[config.mk]
export PLATFORM = sky130hd
export DESIGN_NAME = bus_reader_flat
export DESIGN_NICKNAME = d
export VERILOG_FILES = /design/src/rtl/bus_reader_if.sv /design/src/rtl/bus_reader.sv /design/src/flat_wrapper.sv
export SDC_FILE = /design/constraint.sdc
export NUM_CORES = 1
export LEC_CHECK = 0
export CORE_ASPECT_RATIO = 0.7
export CORE_MARGIN = 2
export CORE_UTILIZATION = 54
export CTS_BUF_LIST = sky130_fd_sc_hd__clkbuf_4
export DETAILED_ROUTE_END_ITERATION = 6
export PLACE_DENSITY = 0.81
export SYNTH_ARGS = -nofsm -noshare
export SYNTH_HDL_FRONTEND = slang
export SYNTH_SLANG_ARGS = --single-unit
[constraint.sdc]
create_clock -name clk -period 2.4 [get_ports clk]
set_clock_uncertainty 0.15 [all_clocks]
set_input_delay 0.24 -clock clk [delete_from_list [all_inputs] [get_ports clk]]
set_output_delay 0.24 -clock clk [all_outputs]
set_load 0.1 [all_outputs]
[src/rtl/bus_reader_if.sv]
`default_nettype none
// ============================================================================
// Module      : bus_reader_if
// Description : Signal bundle between the bus_reader block and its requester,
//               its tri-state bus and the FIFO consumer.
// Revision    : 1.0 - initial release
// ============================================================================
interface bus_reader_if #(
    parameter int W     = 4,
    parameter int DEPTH = 4
);
    logic                     req;
    logic [W-1:0]             bus;
    logic                     en;
    logic                     busy;
    logic                     rd;
    logic [W-1:0]             dout;
    logic                     empty;
    logic                     full;
    logic [$clog2(DEPTH):0]   count;

    // Requester / consumer side
    modport master (
        output req, bus, rd,
        input  en, busy, dout, empty, full, count
    );

    // bus_reader side
    modport slave (
        input  req, bus, rd,
        output en, busy, dout, empty, full, count
    );
endinterface
`default_nettype wire

[src/rtl/bus_reader.sv]
`default_nettype none
// ============================================================================
// Module      : bus_reader
// Description : Read-side controller for the shared tri-state bus. A request
//               enables the bus driver, waits SETTLE cycles, samples the bus
//               and stores the word in a show-ahead FIFO drained by rd.
// Revision    : 1.0 - initial release
// ============================================================================
module bus_reader #(
    parameter int W      = 4,
    parameter int DEPTH  = 4,
    parameter int SETTLE = 1
) (
    input  logic         clk,
    input  logic         reset,
    bus_reader_if.slave  bif
);
    localparam int AW = $clog2(DEPTH);
    localparam int CW = (SETTLE > 1) ? $clog2(SETTLE) : 1;
    localparam logic [CW-1:0] SETTLE_LOAD = CW'(SETTLE - 1);
    localparam logic [AW:0]   DEPTH_CNT   = (AW + 1)'(DEPTH);

    typedef enum logic [1:0] {
        IDLE    = 2'd0,
        DRIVE   = 2'd1,
        CAPTURE = 2'd2
    } state_t;

    state_t          state;
    logic [CW-1:0]   settle_cnt;
    logic            en_q;
    logic            busy_q;

    logic [W-1:0]    mem [DEPTH];
    logic [AW-1:0]   wptr;
    logic [AW-1:0]   rptr;
    logic [AW:0]     count_q;

    logic            full_w;
    logic            empty_w;
    logic            push;
    logic            pop;

    // Flags come straight from the registered count, so no path from req.
    assign full_w  = (count_q == DEPTH_CNT);
    assign empty_w = (count_q == '0);
    // The write happens on the edge that leaves CAPTURE; reset forces IDLE,
    // so an interrupted read never writes.
    assign push    = (state == CAPTURE);
    assign pop     = bif.rd && !empty_w;

    // Read sequencer: enable the driver, wait out the settle time, capture.
    always_ff @(posedge clk or negedge reset) begin
        if (!reset) begin
            state      <= IDLE;
            settle_cnt <= '0;
            en_q       <= 1'b0;
            busy_q     <= 1'b0;
        end else begin
            case (state)
                IDLE: begin
                    if (bif.req && !full_w) begin
                        state      <= DRIVE;
                        settle_cnt <= SETTLE_LOAD;
                        en_q       <= 1'b1;
                        busy_q     <= 1'b1;
                    end
                end
                DRIVE: begin
                    if (settle_cnt == '0) begin
                        state <= CAPTURE;
                    end else begin
                        settle_cnt <= settle_cnt - 1'b1;
                    end
                end
                CAPTURE: begin
                    state  <= IDLE;
                    en_q   <= 1'b0;
                    busy_q <= 1'b0;
                end
                default: begin
                    state  <= IDLE;
                    en_q   <= 1'b0;
                    busy_q <= 1'b0;
                end
            endcase
        end
    end

    // FIFO storage; contents need no reset because dout is gated by empty.
    always_ff @(posedge clk) begin
        if (push) begin
            mem[wptr] <= bif.bus;
        end
    end

    // FIFO pointers and occupancy; simultaneous push and pop keep the count.
    always_ff @(posedge clk or negedge reset) begin
        if (!reset) begin
            wptr    <= '0;
            rptr    <= '0;
            count_q <= '0;
        end else begin
            if (push) begin
                wptr <= wptr + 1'b1;
            end
            if (pop) begin
                rptr <= rptr + 1'b1;
            end
            case ({push, pop})
                2'b10:   count_q <= count_q + 1'b1;
                2'b01:   count_q <= count_q - 1'b1;
                default: count_q <= count_q;
            endcase
        end
    end

    assign bif.en    = en_q;
    assign bif.busy  = busy_q;
    assign bif.dout  = empty_w ? '0 : mem[rptr];
    assign bif.empty = empty_w;
    assign bif.full  = full_w;
    assign bif.count = count_q;
endmodule
`default_nettype wire

[src/flat_wrapper.sv]
// flat-port wrapper written by rule: the top's interface ports become plain ports
module bus_reader_flat 
#(
    parameter int W      = 4,
    parameter int DEPTH  = 4,
    parameter int SETTLE = 1
)
  (clk, reset, bif_req, bif_bus, bif_rd, bif_en, bif_busy, bif_dout, bif_empty, bif_full, bif_count);
  bus_reader_if #(.W(W), .DEPTH(DEPTH)) bif_i ();
  input  logic clk;
  input  logic reset;
  input wire logic [$bits(bif_i.req)-1:0] bif_req;
  input wire logic [$bits(bif_i.bus)-1:0] bif_bus;
  input wire logic [$bits(bif_i.rd)-1:0] bif_rd;
  output wire logic [$bits(bif_i.en)-1:0] bif_en;
  output wire logic [$bits(bif_i.busy)-1:0] bif_busy;
  output wire logic [$bits(bif_i.dout)-1:0] bif_dout;
  output wire logic [$bits(bif_i.empty)-1:0] bif_empty;
  output wire logic [$bits(bif_i.full)-1:0] bif_full;
  output wire logic [$bits(bif_i.count)-1:0] bif_count;
  assign bif_i.req = bif_req;
  assign bif_i.bus = bif_bus;
  assign bif_i.rd = bif_rd;
  assign bif_en = bif_i.en;
  assign bif_busy = bif_i.busy;
  assign bif_dout = bif_i.dout;
  assign bif_empty = bif_i.empty;
  assign bif_full = bif_i.full;
  assign bif_count = bif_i.count;
  bus_reader #(.W(W), .DEPTH(DEPTH), .SETTLE(SETTLE)) u_core (.clk(clk), .reset(reset), .bif(bif_i));
endmodule
==> results.md <==
| Result | Value |
|:---|:---|
| Number of standard-cell rows in the floorplan | 13 |
| Height of the die | 42.4 um |
| Wire length of the first global-routing pass | 2750 um |
| Cells after Synth | 71 |
| Startpoint type of the worst setup path | register |
| Final antenna-violating net count | 0 |
| Fraction of layout instances using a drive strength above 1 | 29.3% |
| Root buffer cell | sky130_fd_sc_hd__clkbuf_4 |
| Largest area contributor in the netlist | sky130_fd_sc_hd__edfxtp_1 |
| Routability congestion estimate from global placement | 0.749 |
| Area inside the core boundary | 0.00192 mm^2 |
| Number of endpoints failing setup at the final stage | 0 |
| Ys Warns | 0 |
| Number of nets at the end of the flow | 107 |
| Post CTS Setup Buffer Count | 0 |
| CTS Hold Bufs | 0 |
| Number of nets produced by synthesis | 85 |
| Grt total ovfl | 0 |
| Worst Tran Pin Value | 0.439 ns |
| Min-delay worst type | primary input to asynchronous set/reset pin |
| Clk slew on worst S/H paths | 0.13 ns |
| Required time worst endpoint | 2.01 ns |
| Count of pins over their slew limit | 0 |
| Shortest clock period the worst path allows after layout | 2.18 ns |
| Per-cell via count in the routed design | 5.10 |
| Die area | 0.00250 mm^2 |
| Netlist area before placement | 0.00114 mm^2 |
| Yosys reg bits | 26 |
| Result of the run | finished, violations left |
| Hold violation total from the final report | 0 |
| Detailed placer's ending HPWL | 1320 um |
| Number of I/O port buffers | 18 |
| Slew Limit Headroom | 70.6% |
| Layout overhead on the synthesized area | 24.3% |
| Post-CTS resize count | 0 |
| Final setup TNS | 0 ns |
| Max Fanout on Critical Path | 6 |
| Highest achievable clock rate | 459 MHz |
| Diode insertion count for antenna repair | 0 |
| Fin crit share | 90.7% |
| H-tree levels | 1 |
| Die width | 58.9 um |
| Classification of the worst setup path | register to output port |
| Pin count of the biggest net entering global routing | 15 |
| Max_cap viols | 0 |
| Number of inserted filler cells in the final layout | 129 |
| First-pass DRT Iterations | 5 |
| TritonCTS clock tree | yes |
| Clk_lat worst skew | 0.31 ns |
| Endpoint kind of the worst setup timing path | output port |
| Post-layout utilization of the core | 73.7% |
| Arrival time reported for the critical path endpoint | 1.79 ns |
| Unrepaired setup endpoints after global routing | no |
| Violated checks | design-rule violations |
| Starting density of the core | 59.3% |
| Global router's overall resource usage | 15.4% |
| Synth Area per Inst | 16.0 um^2 |
| Drt first-iter violations | 14 |
| TritonCTS buffer count | 3 |
| Total I/O pin count | 19 |
| Area share of the largest cell type after synthesis | 42.2% |
| Via count of the first global-routing pass | 586 |
| WL final | 1690 um |
| Wire length per cell after detailed routing | 14.8 um |
| Routed vias | 581 |
| Clock Sinks | 26 |
| Initial antenna violation count | 0 |
| Top post-synthesis cells by area | sky130_fd_sc_hd__edfxtp_1, sky130_fd_sc_hd__dfrtp_1, sky130_fd_sc_hd__mux4_2 |
| DRC violations left | 2 |
| Post-synth cell types | 21 |
| Part of the Yosys area used for sequential elements | 64.2% |
| Maximum number of buffers from clock root to sink | 2 |
[flip-flops by register name, indices dropped and copies added, names as in the netlist]
register	cells
u_core.rptr	2
u_core.bif.count	3
u_core.bif.en	1
u_core.mem	16
u_core.wptr	2
u_core.state	2
[layer usage]
layer  global-route usage [%]  up-vias  routed length, um
li1                         -      285                  -
met1                     20.9      284                788
met2                     23.3       12                821
met3                     6.79        0                 76
met4                     2.73        0                  0
met5                        0        -                  0
[cell type report]
class                   count  area [um^2]  share of cell area (%)
flip-flops and latches     26          734                    51.9
multi-input cells          35          370                    26.2
repair buffers             19          223                    15.7
clock buffers               4         30.0                    2.12
inverters                   8         30.0                    2.12
well taps                  22         27.5                    1.95
[worst max-delay path, stage by stage (launching register included)]
cell and delay [ns]:
sky130_fd_sc_hd__dfrtp_1 0.56, sky130_fd_sc_hd__mux4_2 0.54, sky130_fd_sc_hd__and2_1 0.20, sky130_fd_sc_hd__buf_12 0.17
[layout by cell type, fill, tap and decap left out, types with 4 or more instances in the layout]
| cell | synthesis | final |
|---|---|---|
| sky130_fd_sc_hd__and2_1 | 8 | 8 |
| sky130_fd_sc_hd__clkdlybuf4s50_1 | 0 | 7 |
| sky130_fd_sc_hd__edfxtp_1 | 16 | 16 |
| sky130_fd_sc_hd__mux4_2 | 4 | 4 |
| sky130_fd_sc_hd__buf_4 | 1 | 7 |
| sky130_fd_sc_hd__inv_1 | 8 | 8 |
| sky130_fd_sc_hd__buf_12 | 0 | 5 |
| sky130_fd_sc_hd__ha_1 | 5 | 5 |
| sky130_fd_sc_hd__clkbuf_4 | 0 | 4 |
| sky130_fd_sc_hd__dfrtp_1 | 10 | 7 |
[synthesized netlist by cell type]
| master | instances |
|---|---|
| sky130_fd_sc_hd__edfxtp_1 | 16 |
| sky130_fd_sc_hd__dfrtp_1 | 10 |
| sky130_fd_sc_hd__and2_1 | 8 |
| sky130_fd_sc_hd__inv_1 | 8 |
| sky130_fd_sc_hd__ha_1 | 5 |
| sky130_fd_sc_hd__mux4_2 | 4 |
| sky130_fd_sc_hd__xnor2_1 | 3 |
| sky130_fd_sc_hd__xor2_1 | 3 |
| sky130_fd_sc_hd__nor2_1 | 2 |
| sky130_fd_sc_hd__a21o_1 | 1 |
| sky130_fd_sc_hd__and2_4 | 1 |
| sky130_fd_sc_hd__buf_4 | 1 |
| sky130_fd_sc_hd__buf_6 | 1 |
| sky130_fd_sc_hd__fa_1 | 1 |
| sky130_fd_sc_hd__mux2_2 | 1 |
| sky130_fd_sc_hd__mux2i_1 | 1 |
| sky130_fd_sc_hd__nand3_1 | 1 |
| sky130_fd_sc_hd__nor2b_1 | 1 |
| sky130_fd_sc_hd__nor3b_1 | 1 |
| sky130_fd_sc_hd__nor4b_1 | 1 |
| sky130_fd_sc_hd__or3_4 | 1 |
[logic make-up after synthesis]
family | share of synthesized area [%]
AO/OA/AOI/OAI | 0.660
buffers and inverters | 4.29
flip-flops | 64.2
adder cells (fa/ha/maj) | 7.25
multiplexers | 9.78
AND/OR/NAND/NOR | 9.23
XOR/XNOR | 4.62
[per-stage QoR]
stage | std cells | setup WS [ns] | area (um^2) | hold WS (ns)
after floorplan | 71 | 0.0862 | 1150 | -0.206
after global placement | 110 | 0.308 | 1390 | 0.289
after detailed placement | 110 | 0.295 | 1390 | 0.310
after CTS | 114 | 0.198 | 1420 | 0.0678
after global routing | 114 | 0.143 | 1420 | 0.0872
final | 114 | 0.223 | 1420 | 0.0663
[final timing paths]
kind	startpoint	end	slack, ns	depth (start not counted)
min in group clk	u_core.state[1]	u_core.state[1]	0.33	1
max reg2reg	u_core.bif.count[0]	u_core.bif.count[2]	0.25	8
min	reset	u_core.rptr[0]	0.07	1
min reg2reg	u_core.state[1]	u_core.state[1]	0.33	1
max in group asynchronous	reset	u_core.bif.count[1]	1.71	1
max	u_core.rptr[0]	bif_dout[1]	0.22	3
Power is left out: the tool's default activity adds up to more than one toggle a clock period on the data nets, which glitch-free logic cannot reach.
